--- config.mk ---
export PLATFORM = sky130hd
export DESIGN_NAME = pulse_period_monitor
export DESIGN_NICKNAME = d
export VERILOG_FILES = /design/src/rtl/pulse_mon_pkg.sv /design/src/rtl/pulse_window_cmp.sv /design/src/rtl/pulse_period_monitor.sv
export SDC_FILE = /design/constraint.sdc
export NUM_CORES = 1
export LEC_CHECK = 0
export BUFFER_PORTS_ARGS = -buffer_cell sky130_fd_sc_hd__buf_2
export CORE_MARGIN = 1.5
export CORE_UTILIZATION = 35
export CTS_CLUSTER_DIAMETER = 80
export DETAILED_ROUTE_END_ITERATION = 6
export GPL_TIMING_DRIVEN = 0
export SETUP_SLACK_MARGIN = 0.4
export SLEW_MARGIN = 40
export SYNTH_ARGS = -nofsm -noshare
export SYNTH_HDL_FRONTEND = slang
export SYNTH_SLANG_ARGS = --single-unit
export TNS_END_PERCENT = 1
--- constraint.sdc ---
create_clock -name clk -period 2.65 [get_ports clk]
set_input_delay 0.1325 -clock clk [delete_from_list [all_inputs] [get_ports clk]]
set_output_delay 0.1325 -clock clk [all_outputs]
set_load 0.03 [all_outputs]
--- src/rtl/pulse_mon_pkg.sv ---
// Shared types for the pulse period checkers: FSM states, window classification, saturating helpers.
package pulse_mon_pkg;

  typedef enum logic [1:0] {
    IDLE  = 2'd0,
    TRACK = 2'd1,
    LOST  = 2'd2
  } pmon_state_t;

  typedef enum logic [1:0] {
    EARLY  = 2'd0,
    IN_WIN = 2'd1,
    LATE   = 2'd2
  } win_res_t;

  localparam int MISS_W = 8;

  function automatic logic [MISS_W-1:0] sat_inc8(input logic [MISS_W-1:0] v);
    return (v == 8'hFF) ? v : v + 8'd1;
  endfunction

endpackage

--- src/rtl/pulse_window_cmp.sv ---
// Combinational classification of a measured interval against PERIOD +/- TOL (inclusive window).
module pulse_window_cmp
  import pulse_mon_pkg::*;
#(
  parameter int PERIOD = 5001,
  parameter int TOL    = 2,
  parameter int CBITS  = 13
) (
  input  logic [CBITS:0] interval,
  output win_res_t       res
);

  // Lower edge clamps at zero so TOL >= PERIOD still elaborates cleanly
  localparam int LO = (PERIOD > TOL) ? (PERIOD - TOL) : 0;
  localparam int HI = PERIOD + TOL;
  localparam logic [CBITS:0] LO_V = LO[CBITS:0];
  localparam logic [CBITS:0] HI_V = HI[CBITS:0];

  // Three-way compare of the interval against the window edges
  always_comb begin
    res = IN_WIN;
    if (interval < LO_V) begin
      res = EARLY;
    end else if (interval > HI_V) begin
      res = LATE;
    end else begin
      res = IN_WIN;
    end
  end

endmodule

--- src/rtl/pulse_period_monitor.sv ---
// Pulse period monitor: interval counter, IDLE/TRACK/LOST FSM and registered status outputs.
// Build option PULSE_PERIOD_MONITOR_STICKY_EN makes early/late sticky until reset.
module pulse_period_monitor
  import pulse_mon_pkg::*;
#(
  parameter int PERIOD   = 5001,
  parameter int TOL      = 2,
  parameter int LOCK_CNT = 4,
  parameter int CBITS    = 13
) (
  input  logic             clk,
  input  logic             rst,
  input  logic             sig,
  output logic             lock,
  output logic             early,
  output logic             late,
  output logic [CBITS-1:0] period_out,
  output logic [7:0]       miss_cnt
);

  if ((2 ** CBITS) <= (PERIOD + TOL)) begin : g_cbits_check
    $error("pulse_period_monitor: CBITS too small for PERIOD+TOL");
  end

  localparam int GW = (LOCK_CNT < 2) ? 1 : $clog2(LOCK_CNT + 1);
  localparam int LATE_AT = PERIOD + TOL - 1;
  localparam logic [CBITS-1:0] LATE_AT_V = LATE_AT[CBITS-1:0];
  localparam logic [GW:0] LOCK_V = LOCK_CNT[GW:0];

  pmon_state_t      state_r;
  logic [CBITS-1:0] cnt_r;
  logic [GW-1:0]    good_r;
  logic             lock_r;
  logic             early_r;
  logic             late_r;
  logic [CBITS-1:0] period_r;
  logic [7:0]       miss_r;

  logic [CBITS:0]   interval_s;
  logic [CBITS-1:0] cnt_inc_s;
  logic [GW:0]      good_nx_s;
  logic             late_hit_s;
  win_res_t         res_s;

  assign interval_s = {1'b0, cnt_r} + {{CBITS{1'b0}}, 1'b1};
  assign cnt_inc_s  = (&cnt_r) ? cnt_r : cnt_r + {{(CBITS-1){1'b0}}, 1'b1};
  assign good_nx_s  = {1'b0, good_r} + {{GW{1'b0}}, 1'b1};
  assign late_hit_s = (cnt_r == LATE_AT_V);

  pulse_window_cmp #(
    .PERIOD (PERIOD),
    .TOL    (TOL),
    .CBITS  (CBITS)
  ) u_cmp (
    .interval (interval_s),
    .res      (res_s)
  );

  // Counter, FSM and all output registers
  always_ff @(posedge clk or posedge rst) begin
    if (rst) begin
      state_r  <= IDLE;
      cnt_r    <= '0;
      good_r   <= '0;
      lock_r   <= 1'b0;
      early_r  <= 1'b0;
      late_r   <= 1'b0;
      period_r <= '0;
      miss_r   <= 8'd0;
    end else begin
`ifdef PULSE_PERIOD_MONITOR_STICKY_EN
      early_r <= early_r;
      late_r  <= late_r;
`else
      early_r <= 1'b0;
      late_r  <= 1'b0;
`endif
      case (state_r)
        IDLE: begin
          cnt_r <= '0;
          if (sig) begin
            state_r <= TRACK;
            good_r  <= '0;
          end
        end
        TRACK: begin
          if (sig) begin
            // sig wins over the late check on the last in-window cycle
            cnt_r    <= '0;
            period_r <= interval_s[CBITS-1:0];
            case (res_s)
              EARLY: begin
                early_r <= 1'b1;
                good_r  <= '0;
                lock_r  <= 1'b0;
              end
              IN_WIN: begin
                if (good_nx_s >= LOCK_V) begin
                  good_r <= LOCK_V[GW-1:0];
                  lock_r <= 1'b1;
                end else begin
                  good_r <= good_nx_s[GW-1:0];
                end
              end
              default: begin
                good_r <= '0;
                lock_r <= 1'b0;
              end
            endcase
          end else if (late_hit_s) begin
            cnt_r   <= cnt_inc_s;
            late_r  <= 1'b1;
            lock_r  <= 1'b0;
            good_r  <= '0;
            miss_r  <= sat_inc8(miss_r);
            state_r <= LOST;
          end else begin
            cnt_r <= cnt_inc_s;
          end
        end
        LOST: begin
          if (sig) begin
            state_r <= TRACK;
            cnt_r   <= '0;
          end else begin
            cnt_r <= cnt_inc_s;
          end
        end
        default: begin
          state_r <= IDLE;
          cnt_r   <= '0;
        end
      endcase
    end
  end

  assign lock       = lock_r;
  assign early      = early_r;
  assign late       = late_r;
  assign period_out = period_r;
  assign miss_cnt   = miss_r;

endmodule

**After elaboration in Yosys (flattened, before gate mapping)**

Index checks and enable logic that the tools add are counted.

- Add/sub/neg operators: 4
- Muxes and demuxes: 25
- Equal/unequal tests: 12
- Reductions and logical operators: 12
- Bitwise operators: 2
- Order comparisons: 3

Operator list:

| cell | number |
|---|---|
| $mux W13 | 3 |
| $mux W3 | 5 |
| $add A13 B1 Y14 const B | 1 |
| $gt A14 B13 Y1 const B | 1 |
| $lt A14 B13 Y1 const B | 1 |
| $add A13 B1 Y13 const B | 1 |
| $eq A13 B13 Y1 const B | 1 |
| $reduce_and A13 Y1 | 1 |
| $mux W1 | 10 |
| $mux W2 | 5 |
| $ne A3 B3 Y1 const B | 3 |
| $reduce_and A3 Y1 | 3 |
| $add A8 B1 Y8 const B | 1 |
| $eq A8 B8 Y1 const B | 1 |
| $ne A2 B2 Y1 const B | 3 |
| $pmux W3 S2 | 1 |
| $add A3 B1 Y4 const B | 1 |
| $eq A2 B1 Y1 const B | 2 |
| $ge A4 B3 Y1 const B | 1 |
| $logic_not A2 Y1 | 2 |
| $pmux W2 S2 | 1 |
| $reduce_and A4 Y1 | 1 |
| $reduce_bool A2 Y1 | 2 |
| $reduce_or A2 Y1 | 2 |
| 4 further kinds | 5 |

- Output and inout bits: 24
- Register bits: 42

**Logic depth before layout (Yosys ltp)**

- Depth in word-level cells: 8
- Gate-level depth with buffers: 9

**Hierarchy**

A second synthesis with hierarchy kept.

- Cells, all modules: 219
- Area total of the unflattened synthesis: 2233.4 um^2

By module, submodules not included:

| module | times used | area an instance (um^2) | cells each |
|---|---|---|---|
| pulse_period_monitor | 1 | 2140.8 | 207 |
| pulse_window_cmp | 1 | 92.6 | 12 |

**Least setup slack after synthesis**

OpenSTA, ideal clock, no wires.

- Path type: register to register
- Start: register cnt_r[0]
- End: register miss_r[7], in the netlist miss_cnt[7]
- Buffers on the path: 1
- Stages on the path, launching flop included: 10
- Arrival: 2.014 ns
- Library setup time: 0.133 ns
- Slack: 0.503 ns
- Cells stage by stage: dfrtp_1 -> clkbuf_1 -> inv_1 -> ha_1 -> and4bb_2 -> nand4_2 -> nor4b_4 -> and3_1 -> nand4_1 -> xnor2_1

- Longest elaborated chain between the ends: 2

Ends and longest elaborated chain:

| what | RTL line | source |
|---|---|---|
| start, declared | pulse_period_monitor.sv:31 | `logic [CBITS-1:0] cnt_r;` |
| start signal, assigned | pulse_period_monitor.sv:111 | `cnt_r <= cnt_inc_s;` |
| start signal, assigned | pulse_period_monitor.sv:118 | `cnt_r <= cnt_inc_s;` |
| start signal, assigned | pulse_period_monitor.sv:126 | `cnt_r <= cnt_inc_s;` |
| $eq A13 B13 Y1 | pulse_period_monitor.sv:48 | `assign late_hit_s = (cnt_r == LATE_AT_V);` |
| $reduce_and A4 Y1 (no source line) | -- |  |
| end signal, assigned | pulse_period_monitor.sv:115 | `miss_r <= sat_inc8(miss_r);` |
| end, declared | pulse_period_monitor.sv:37 | `logic [7:0] miss_r;` |

Every way passes these cells.
A chain may end at the register's enable or synchronous reset.

**Worst setup path after layout**

- Start: register cnt_r[0]
- End: register good_r[2]

- Longest elaborated chain between the ends: 8

Ends and longest elaborated chain:

| what | RTL line | source |
|---|---|---|
| $add A13 B1 Y14 | pulse_period_monitor.sv:45 | `assign interval_s = {1'b0, cnt_r} + {{CBITS{1'b0}}, 1'b1};` |
| $gt A14 B13 Y1 | pulse_window_cmp.sv:24 | `end else if (interval > HI_V) begin` |
| $mux W2 | pulse_window_cmp.sv:24 |  |
| $mux W2 | pulse_window_cmp.sv:22 | `if (interval < LO_V) begin` |
| $eq A2 B1 Y1 | pulse_period_monitor.sv:91 | `case (res_s)` |
| $mux W3 | pulse_period_monitor.sv:91 |  |
| $mux W3 | pulse_period_monitor.sv:87 | `if (sig) begin` |
| $pmux W3 S2 | pulse_period_monitor.sv:78 | `case (state_r)` |
| end signal, assigned | pulse_period_monitor.sv:99 | `good_r <= LOCK_V[GW-1:0];` |
| end signal, assigned | pulse_period_monitor.sv:102 | `good_r <= good_nx_s[GW-1:0];` |
| end, declared | pulse_period_monitor.sv:32 | `logic [GW-1:0] good_r;` |

Parallel ways exist; a longest one is shown, timed or not.

==> results.json <==
{
  "hpwl_mm": 3.52,
  "place_area_um2": 2550,
  "clock-sinks": 42,
  "r2r_setup_slack_ns": 0.48,
  "layout.cells.non_filler": 361,
  "wl_per_cell_um": 13.9,
  "antenna_found_initial": 0,
  "tns_ns": 0,
  "yosysMostFrequentCell": "dfrtp_1",
  "ir_worst_vdd_uv": 245,
  "vias": 1894,
  "period_share_pct": 82.0,
  "post-route-drc-count": 0,
  "rr_endpoint": "good_r[2]",
  "gp_congestion": 0.802,
  "ios": 27,
  "die_h_um": 84.2,
  "setup_viol": 0,
  "syn_to_final_growth_pct": 22.2,
  "fin_crit_ns": 2.17,
  "cts_buffer_depth": 2,
  "drive_gt1_share_pct": 27.1,
  "status": "finished, final reports clean",
  "ys_warn_count": 0,
  "min_to": "state_r[0]",
  "cts_tree": "yes",
  "hp-start": "sig",
  "seq_area_frac_synth_pct": 45.6,
  "hold_violations": 0,
  "finalInstanceArea_um2": 2820,
  "r2r_cells": 8,
  "end_kind": "flip-flop",
  "critPathRequiredTime_ns": 2.82,
  "synth-seq-cells": 42,
  "netlist.area_leader.share_pct": 45.6,
  "root_buffer": "clkbuf_8",
  "cp.arrival_ns": 2.35,
  "die_area_um2": 7090,
  "ys_top_cells_by_count": "dfrtp_1 (42), nand2_1 (37), o21ai_0 (19)",
  "yosysTopAreaCell": "dfrtp_1",
  "power_leakage_nw": 1.27,
  "dieWidth_um": 84.2,
  "io_buffers": 25,
  "dr.first_iter.drc_count": 83,
  "first_global_vias": 1788,
  "tightest_slew_ns": 0.532,
  "max_cap_viol_count": 0,
  "clk-insertion-delay-late_ns": 0.29,
  "synthArstFlopShare_pct": 100,
  "grt_overflow": 0,
  "synth_nets": 250,
  "powerDensity_nw_per_um2": 510,
  "grt_max_degree": 27,
  "num-fill-cells": 618,
  "fmax_mhz": 460,
  "grt_pass1_wl_mm": 8.51,
  "worst-setup-path-type": "flip-flop to flip-flop",
  "grt_setup_unrepaired": "true",
  "htree_levels": 2,
  "synthTopCellsByArea": "dfrtp_1 (46%), nand2_1 (6.0%), ha_1 (4.3%)",
  "cp-start-kind": "flip-flop",
  "min_path_cells": 3,
  "start_util_pct": 36.3,
  "fp-row-count": 29,
  "diodes": 0,
  "finalNetCount": 296,
  "clock_skew_ns": 0.00518,
  "place_inst": 342,
  "clkTransAtPathRegs_ns": 0.08,
  "syn_inst": 239,
  "slew_viol_final": 0,
  "synthDistinctLibCells": 46,
  "r2r_start": "cnt_r[0]",
  "synth_enable_flop_cells": 0,
  "drt_first_pass_iters": 5,
  "drtAntennaViolNets": 0,
  "synth_flop_cell": "dfrtp_1",
  "drt-vias-per-instance": 5.25,
  "wirelength_mm": 5.02,
  "syn_avg_cell_area_um2": 9.65,
  "grtUsageTotal_pct": 14.8,
  "netlist_area_um2": 2310,
  "hp-class": "input pin to flip-flop",
  "numCtsBuffers": 5,
  "core_region_area_um2": 6350,
  "cp_max_fo": 6,
  "relSlewSlack_pct": 64.3
}
[repair_timing]
action                     in CTS  in global routing
gates resized for setup         5                 19
setup buffers                   1                 11
hold buffers                    1                  0
pin swaps                       3                 11
setup endpoints to repair      10                 12
gates cloned                    0                  0
hold endpoints to repair       16                  0
[logic make-up after synthesis]
kind of cell,after synthesis,synth area share (%)
simple gates,92,23.1
compound gates,56,15.0
buf+inv,20,3.80
fa+ha+maj,8,4.34
flops,42,45.6
xor+xnor,18,6.83
mux,3,1.41
[cells in the final DEF (no fill, tap or decap), types with 3 or more instances in the layout]
| master | n |
|---|---|
| xnor2_1 | 11 |
| nand2_1 | 37 |
| nor3b_1 | 3 |
| xor2_1 | 7 |
| inv_1 | 7 |
| nand3_1 | 5 |
| nor3_1 | 3 |
| ha_1 | 6 |
| clkbuf_1 | 6 |
| o21ai_0 | 18 |
| nand4_1 | 5 |
| clkbuf_8 | 6 |
| buf_2 | 25 |
| dfrtp_1 | 42 |
| buf_4 | 14 |
| a21oi_1 | 17 |
| nor2_1 | 12 |
| o21a_1 | 3 |
| and3_1 | 6 |
[worst max-delay path by stage]
stage	from	endpoint	slack, ns	cells past startpoint
2_1_floorplan	cnt_r[0]	miss_cnt[7]	0.50	9
3_3_place_gp	cnt_r[0]	miss_cnt[7]	0.19	9
3_5_place_dp	cnt_r[0]	miss_cnt[7]	0.17	9
4_1_cts	cnt_r[0]	miss_cnt[7]	0.39	9
5_1_grt	cnt_r[0]	good_r[2]	0.38	8
6_report	cnt_r[0]	good_r[2]	0.48	8
[worst max-delay path, stage by stage, from the launching register on]
cell      delay, ns
dfrtp_1        0.40
ha_2           0.19
buf_6          0.12
nand3_4        0.13
or3_4          0.36
and2_4         0.18
o211a_1        0.23
a211oi_4       0.34
o31ai_1        0.11
[flip-flops by register name (all words and copies together) (netlist names)]
name and flops:
late 1, cnt_r 13, period_out 13, state_r 2, early 1, lock 1
good_r 3, miss_cnt 8
[layout make-up]
type	count	area, µm²	area share, %
clock buffers	6	82.6	2.93
well taps	77	96.3	3.42
flip-flops and latches	42	1050	37.3
plain buffers	12	70.1	2.48
inverters	8	32.5	1.15
multi-input cells	177	1240	44.1
repair buffers	39	245	8.70
[per-stage QoR]
stage               util [%]  power (mW)  worst slack [ns]  hold WS, ns
floorplan                  -       0.932             0.503        0.376
global placement        39.8        1.02             0.195        0.456
detailed placement      40.2        1.03             0.171       0.0867
CTS                     42.2        1.44             0.395        0.265
global route            44.4        1.52             0.382        0.314
finish                  44.4        1.44             0.476        0.267
[routing by layer]
layer  global-route usage (%)  up-vias  wire length [µm]
met5                        0        -                 0
met2                     23.6       36              2400
li1                         -      932                 -
met3                     3.05        4               179
met1                     20.2      922              2410
met4                     4.92        0                38
[power breakdown]
| part | leakage [nW] | switching (mW) | internal [mW] |
|---|---|---|---|
| combinational | 0.649 | 0.227 | 0.106 |
| sequential | 0.575 | 0.0217 | 0.675 |
| clock | 0.0431 | 0.208 | 0.201 |
Power figures use the tool's default switching activity.
